==> src/rtl/mem_access_sequencer_pkg.sv <==
// Shared definitions for the CPU-side memory access sequencer: FSM state
// encoding and the memory map bank bases used by the CPU and benches.
package mem_access_sequencer_pkg;

  typedef enum logic [1:0] {
    ST_IDLE   = 2'd0,
    ST_ACCESS = 2'd1,
    ST_DONE   = 2'd2
  } state_t;

  localparam logic [15:0] BANK_RAM    = 16'h0000;
  localparam logic [15:0] BANK_ROM    = 16'h4000;
  localparam logic [15:0] BANK_PERIPH = 16'h8000;
  localparam logic [15:0] BANK_BRAM   = 16'hC000;

endpackage

==> src/rtl/mem_access_sequencer.sv <==
// Splits CPU byte/word loads and stores into little-endian byte accesses on
// the 8-bit memory bus, waiting out the bank read latency for each byte.
module mem_access_sequencer
  import mem_access_sequencer_pkg::*;
#(
  parameter int READ_LATENCY = 1
) (
  input  logic        clk,
  input  logic        reset,
  input  logic        req,
  input  logic        wr,
  input  logic        word,
  input  logic [15:0] addr,
  input  logic [15:0] wdata,
  output logic [15:0] rdata,
  output logic        done,
  output logic        busy,
  output logic [15:0] bus_address,
  output logic [7:0]  bus_data_in,
  input  logic [7:0]  bus_data_out,
  output logic        bus_enable,
  output logic        bus_write_enable
);

  localparam logic [1:0] LAST_WAIT = 2'(READ_LATENCY);

  state_t      state;
  logic        lat_wr;
  logic        lat_word;
  logic [15:0] lat_addr;
  logic [15:0] lat_wdata;
  logic        byte_idx;
  logic [1:0]  wait_cnt;

  // All bus-facing outputs are registered here; the first byte's bus
  // signals are loaded on the accepting edge so ACCESS starts driving at once.
  always_ff @(posedge clk or negedge reset) begin
    if (!reset) begin
      state            <= ST_IDLE;
      lat_wr           <= 1'b0;
      lat_word         <= 1'b0;
      lat_addr         <= 16'h0000;
      lat_wdata        <= 16'h0000;
      byte_idx         <= 1'b0;
      wait_cnt         <= 2'd0;
      rdata            <= 16'h0000;
      done             <= 1'b0;
      busy             <= 1'b0;
      bus_address      <= 16'h0000;
      bus_data_in      <= 8'h00;
      bus_enable       <= 1'b0;
      bus_write_enable <= 1'b0;
    end else begin
      unique case (state)
        ST_IDLE: begin
          done             <= 1'b0;
          busy             <= 1'b0;
          bus_enable       <= 1'b0;
          bus_write_enable <= 1'b0;
          if (req) begin
            lat_wr           <= wr;
            lat_word         <= word;
            lat_addr         <= addr;
            lat_wdata        <= wdata;
            byte_idx         <= 1'b0;
            wait_cnt         <= 2'd0;
            bus_address      <= addr;
            bus_data_in      <= wdata[7:0];
            bus_enable       <= 1'b1;
            bus_write_enable <= wr;
            busy             <= 1'b1;
            if (!wr && !word) begin
              rdata[15:8] <= 8'h00;
            end
            state <= ST_ACCESS;
          end
        end

        ST_ACCESS: begin
          // Stores finish a byte every cycle; loads hold the address until
          // the wait counter reaches the read latency, then capture.
          if (lat_wr || wait_cnt == LAST_WAIT) begin
            if (!lat_wr) begin
              if (byte_idx) begin
                rdata[15:8] <= bus_data_out;
              end else begin
                rdata[7:0] <= bus_data_out;
              end
            end
            wait_cnt <= 2'd0;
            if (lat_word && !byte_idx) begin
              byte_idx    <= 1'b1;
              bus_address <= lat_addr + 16'd1;
              bus_data_in <= lat_wdata[15:8];
            end else begin
              bus_enable       <= 1'b0;
              bus_write_enable <= 1'b0;
              done             <= 1'b1;
              state            <= ST_DONE;
            end
          end else begin
            wait_cnt <= wait_cnt + 2'd1;
          end
        end

        ST_DONE: begin
          done  <= 1'b0;
          busy  <= 1'b0;
          state <= ST_IDLE;
        end

        default: begin
          state <= ST_IDLE;
        end
      endcase
    end
  end

endmodule

==> config.mk <==
export PLATFORM = sky130hd
export DESIGN_NAME = mem_access_sequencer
export DESIGN_NICKNAME = d
export VERILOG_FILES = /design/src/rtl/mem_access_sequencer_pkg.sv /design/src/rtl/mem_access_sequencer.sv
export SDC_FILE = /design/constraint.sdc
export NUM_CORES = 1
export LEC_CHECK = 0
export ABC_AREA = 1
export BUFFER_PORTS_ARGS = -buffer_cell sky130_fd_sc_hd__buf_4
export CAP_MARGIN = 30
export CORE_ASPECT_RATIO = 1.75
export CORE_MARGIN = 5
export CORE_UTILIZATION = 42
export DETAILED_ROUTE_END_ITERATION = 7
export PLACE_DENSITY = 0.68
export SYNTH_ARGS = -nofsm -noshare
export SYNTH_HDL_FRONTEND = slang
export SYNTH_SLANG_ARGS = --single-unit
==> constraint.sdc <==
create_clock -name clk -period 4 [get_ports clk]
set_input_delay 1.2 -clock clk [delete_from_list [all_inputs] [get_ports clk]]
set_output_delay 1.2 -clock clk [all_outputs]
set_load 0.01 [all_outputs]
==> flow_metrics.py <==
metrics = {
    "global_route": {
        "antenna_found_initial": 0,
        "grt_pass1_vias": 3111,
        "grt_pass1_wl_mm": 14.60,
        "grt_usage_pct": 17.52,
        "grt_max_degree": 76,
        "grt-ovfl-total": 0,
    },
    "clock_network": {
        "cts_made_buffers": 9,
        "path_clk_slew_ns": 0.06,
        "cts_root_buf": "clkbuf_16",
        "clk_latency_ns": 0.34,
        "hold_buffers": 0,
        "cts_buffer_depth": 2,
        "cts_tree": "built",
        "cts_num_sinks": 75,
        "cts_max_level": 3,
        "postCtsResizedCells": 0,
        "post_cts_buffers": 0,
    },
    "yosys": {
        "yosysWarnings": 0,
        "syn-cell-area_mm2": 0.003672,
        "ys_ff_latch": 75,
        "postSynth.asyncResetShare_pct": 100.0,
        "synth_area_leaders": "dfrtp_1 (51%), nand2_1 (19%), o21ai_0 (3.5%)",
        "netlist_instances": 441,
        "yosysMostFrequentCell": "nand2_1",
        "synthesis.nets": 488,
        "synthFlopType": "dfrtp_1",
        "ys_seq_area_share_pct": 51.11,
        "syn_avg_cell_area_um2": 8.327,
        "synthDistinctLibCells": 33,
        "yosys.area.top_type": "dfrtp_1",
        "synth-edff-count": 0,
        "yosys-top-cells-count": "nand2_1 (186), dfrtp_1 (75), nor2_1 (31)",
        "synth_top_area_share_pct": 51.11,
    },
    "floorplan": {
        "start_util_pct": 42.63,
        "core-area_mm2": 0.008615,
        "dieArea_mm2": 0.01079,
        "die_h_um": 133.7,
        "die_w_um": 80.69,
        "placementRows": 45,
        "ios": 89,
    },
    "sta": {
        "final.setup.worst_slack_ns": 1.906,
        "finalHoldViolations": 0,
        "worst_pin_slew_ns": 0.4881,
        "grt_setup_unrepaired": "no",
        "tns_ns": 0,
        "maxSlewHeadroom_pct": 67.43,
        "skew_ns": 0.005502,
        "clock.fmax_mhz": 477.6,
        "fin_crit_sh_pct": 52.35,
        "min_period_ns": 2.094,
        "drv_slew": 0,
        "setup-violations-final": 0,
    },
    "status": {
        "status": "completed",
    },
    "layout": {
        "fin_nets": 575,
        "final_cells": 649,
        "area_growth_pct": 28.48,
        "fillerInstances": 825,
        "n_antenna_cell": 0,
        "final_area_mm2": 0.004718,
        "drive_above_1_share_pct": 27.07,
        "seq_area_mm2": 0.001877,
        "multi_input_area_mm2": 0.001560,
    },
    "place": {
        "pre_cts_ws_ns": 1.545,
        "portBuffers": 88,
        "dp_hpwl_mm": 6.221,
        "routabilityCongestion": 0.7701,
        "dpl_cell_area_mm2": 0.004373,
        "dp_cells": 633,
    },
    "detailed_routing": {
        "dr.pass1.iters": 4,
        "routed_wl_mm": 8.767,
        "drtIter0Drc": 184,
        "route.detailed.drc": 0,
        "drt-wirelength-per-cell_um": 13.51,
        "ant_nets": 0,
        "avgViaCountPerCell": 4.763,
        "num_vias": 3091,
    },
    "worst_setup_path": {
        "reg2reg_to": "bus_data_in[1]$_DFFE_PN0P_",
        "worstPathArrival_ns": 2.32,
        "cp-start-kind": "input port",
        "timing.rr.start": "wait_cnt[0]$_DFFE_PN0P_",
        "cp_max_fo": 37,
        "critPathKind": "input port to flip-flop",
        "critPathCaptureType": "flip-flop",
        "reg2regPathDepth": 9,
        "r2r_setup_slack_ns": 2.10,
        "cp_data_required_time_ns": 4.22,
    },
    "worst_hold_path": {
        "hold_start": "lat_wdata[15]$_DFFE_PN0P_",
        "whs_path_depth": 2,
        "hold_class": "flip-flop to flip-flop",
        "hold_end": "lat_wdata[15]$_DFFE_PN0P_",
    },
    "power": {
        "power_uw": 4116,
        "p_leak_uw": 0.002400,
        "power.density_mw_per_mm2": 872.4,
        "ir_drop_v": 0.0004048,
    },
    "flow_run": {
        "max-cap-violations": 0,
    },
}
==> worst max-delay path by stage <==
stage	startpoint	endpoint	cells past startpoint
after floorplan	word	rdata[10]$_DFFE_PN0P_	5
after global placement	req	bus_data_in[1]$_DFFE_PN0P_	9
after detailed placement	req	bus_data_in[1]$_DFFE_PN0P_	9
after CTS	req	bus_data_in[1]$_DFFE_PN0P_	9
after global routing	req	bus_data_in[7]$_DFFE_PN0P_	9
final	req	bus_data_in[1]$_DFFE_PN0P_	9
==> report_power, final <==
part           internal, uW  total (uW)  switching, uW  leakage (uW)
sequential             1130        1390            261      0.000934
clock                   560         866            306      0.000148
combinational           734        1860           1130       0.00132
total                  2420        4120           1700       0.00240
==> registers in the layout (all words and copies together) (netlist names), 2 cells and up <==
| register | flops |
|---|---|
| bus_data_in | 8 |
| lat_addr | 16 |
| lat_wdata | 8 |
| bus_address | 16 |
| wait_cnt | 2 |
| state | 2 |
| rdata | 16 |
==> stage by stage <==
step	util, %	hold slack, ns
final	54.77	0.4631
after global routing	54.77	0.4785
after CTS	54.45	0.4678
after detailed placement	50.76	0.4529
after global placement	50.76	0.4483
after floorplan	-	0.4345
==> placed cells by master, fill, tap and decap left out <==
cell type	n
nand4_1	2
nand3b_1	1
nand2_2	2
inv_6	1
buf_4	90
bufinv_16	2
ha_1	2
inv_2	3
o211ai_1	3
inv_1	24
xnor2_1	1
clkinv_1	1
nand3_4	1
o21ai_1	10
dfrtp_1	75
nor2_2	7
nand2_4	3
o211ai_2	10
nor2_1	31
o31ai_1	1
buf_16	1
clkinvlp_4	2
o32ai_1	1
clkbuf_8	1
a21oi_1	4
or2_2	8
o21ai_0	26
nand4_4	1
nand3_1	15
clkbuf_16	9
clkbuf_1	1
nand2_1	186
nor3_4	1
nor2_4	2
xor2_1	4
==> layout make-up <==
cell class,count,area share [%]
Timing Repair Buffer,91,14.90
Inverter,29,2.413
Multi-Input combinational cell,322,33.07
Tap cell,117,3.103
Clock buffer,11,5.145
Clock inverter,4,1.591
Sequential cell,75,39.78
==> worst max-delay path, cell delays in order <==
cell,delay [ns]
buf_4,0.10
inv_1,0.09
nand2_1,0.07
inv_1,0.07
nor2_2,0.05
nand2_4,0.37
inv_6,0.16
o211ai_1,0.12
nand2_1,0.07
==> per-layer routing <==
layer	part of all wire (%)	track usage [%]
met3	4.3	4.533
met2	54	30.21
met5	0	0
met4	1.5	6.391
met1	40	20.55
==> cells by family (layout without fill, tap and decap cells) <==
group                      after synthesis  count (layout)  share of synthesized area, %
AOI/OAI and AO/OA                       55              55                         9.915
xor gates and xnor gates                 5               5                         1.192
adders and majority gates                2               2                        0.6813
buffers and inverters                   44             135                         6.405
DFF                                     75              75                         51.11
and+or+nand+nor                        260             260                         30.70
No activity file was read; power rests on OpenSTA's default activity.
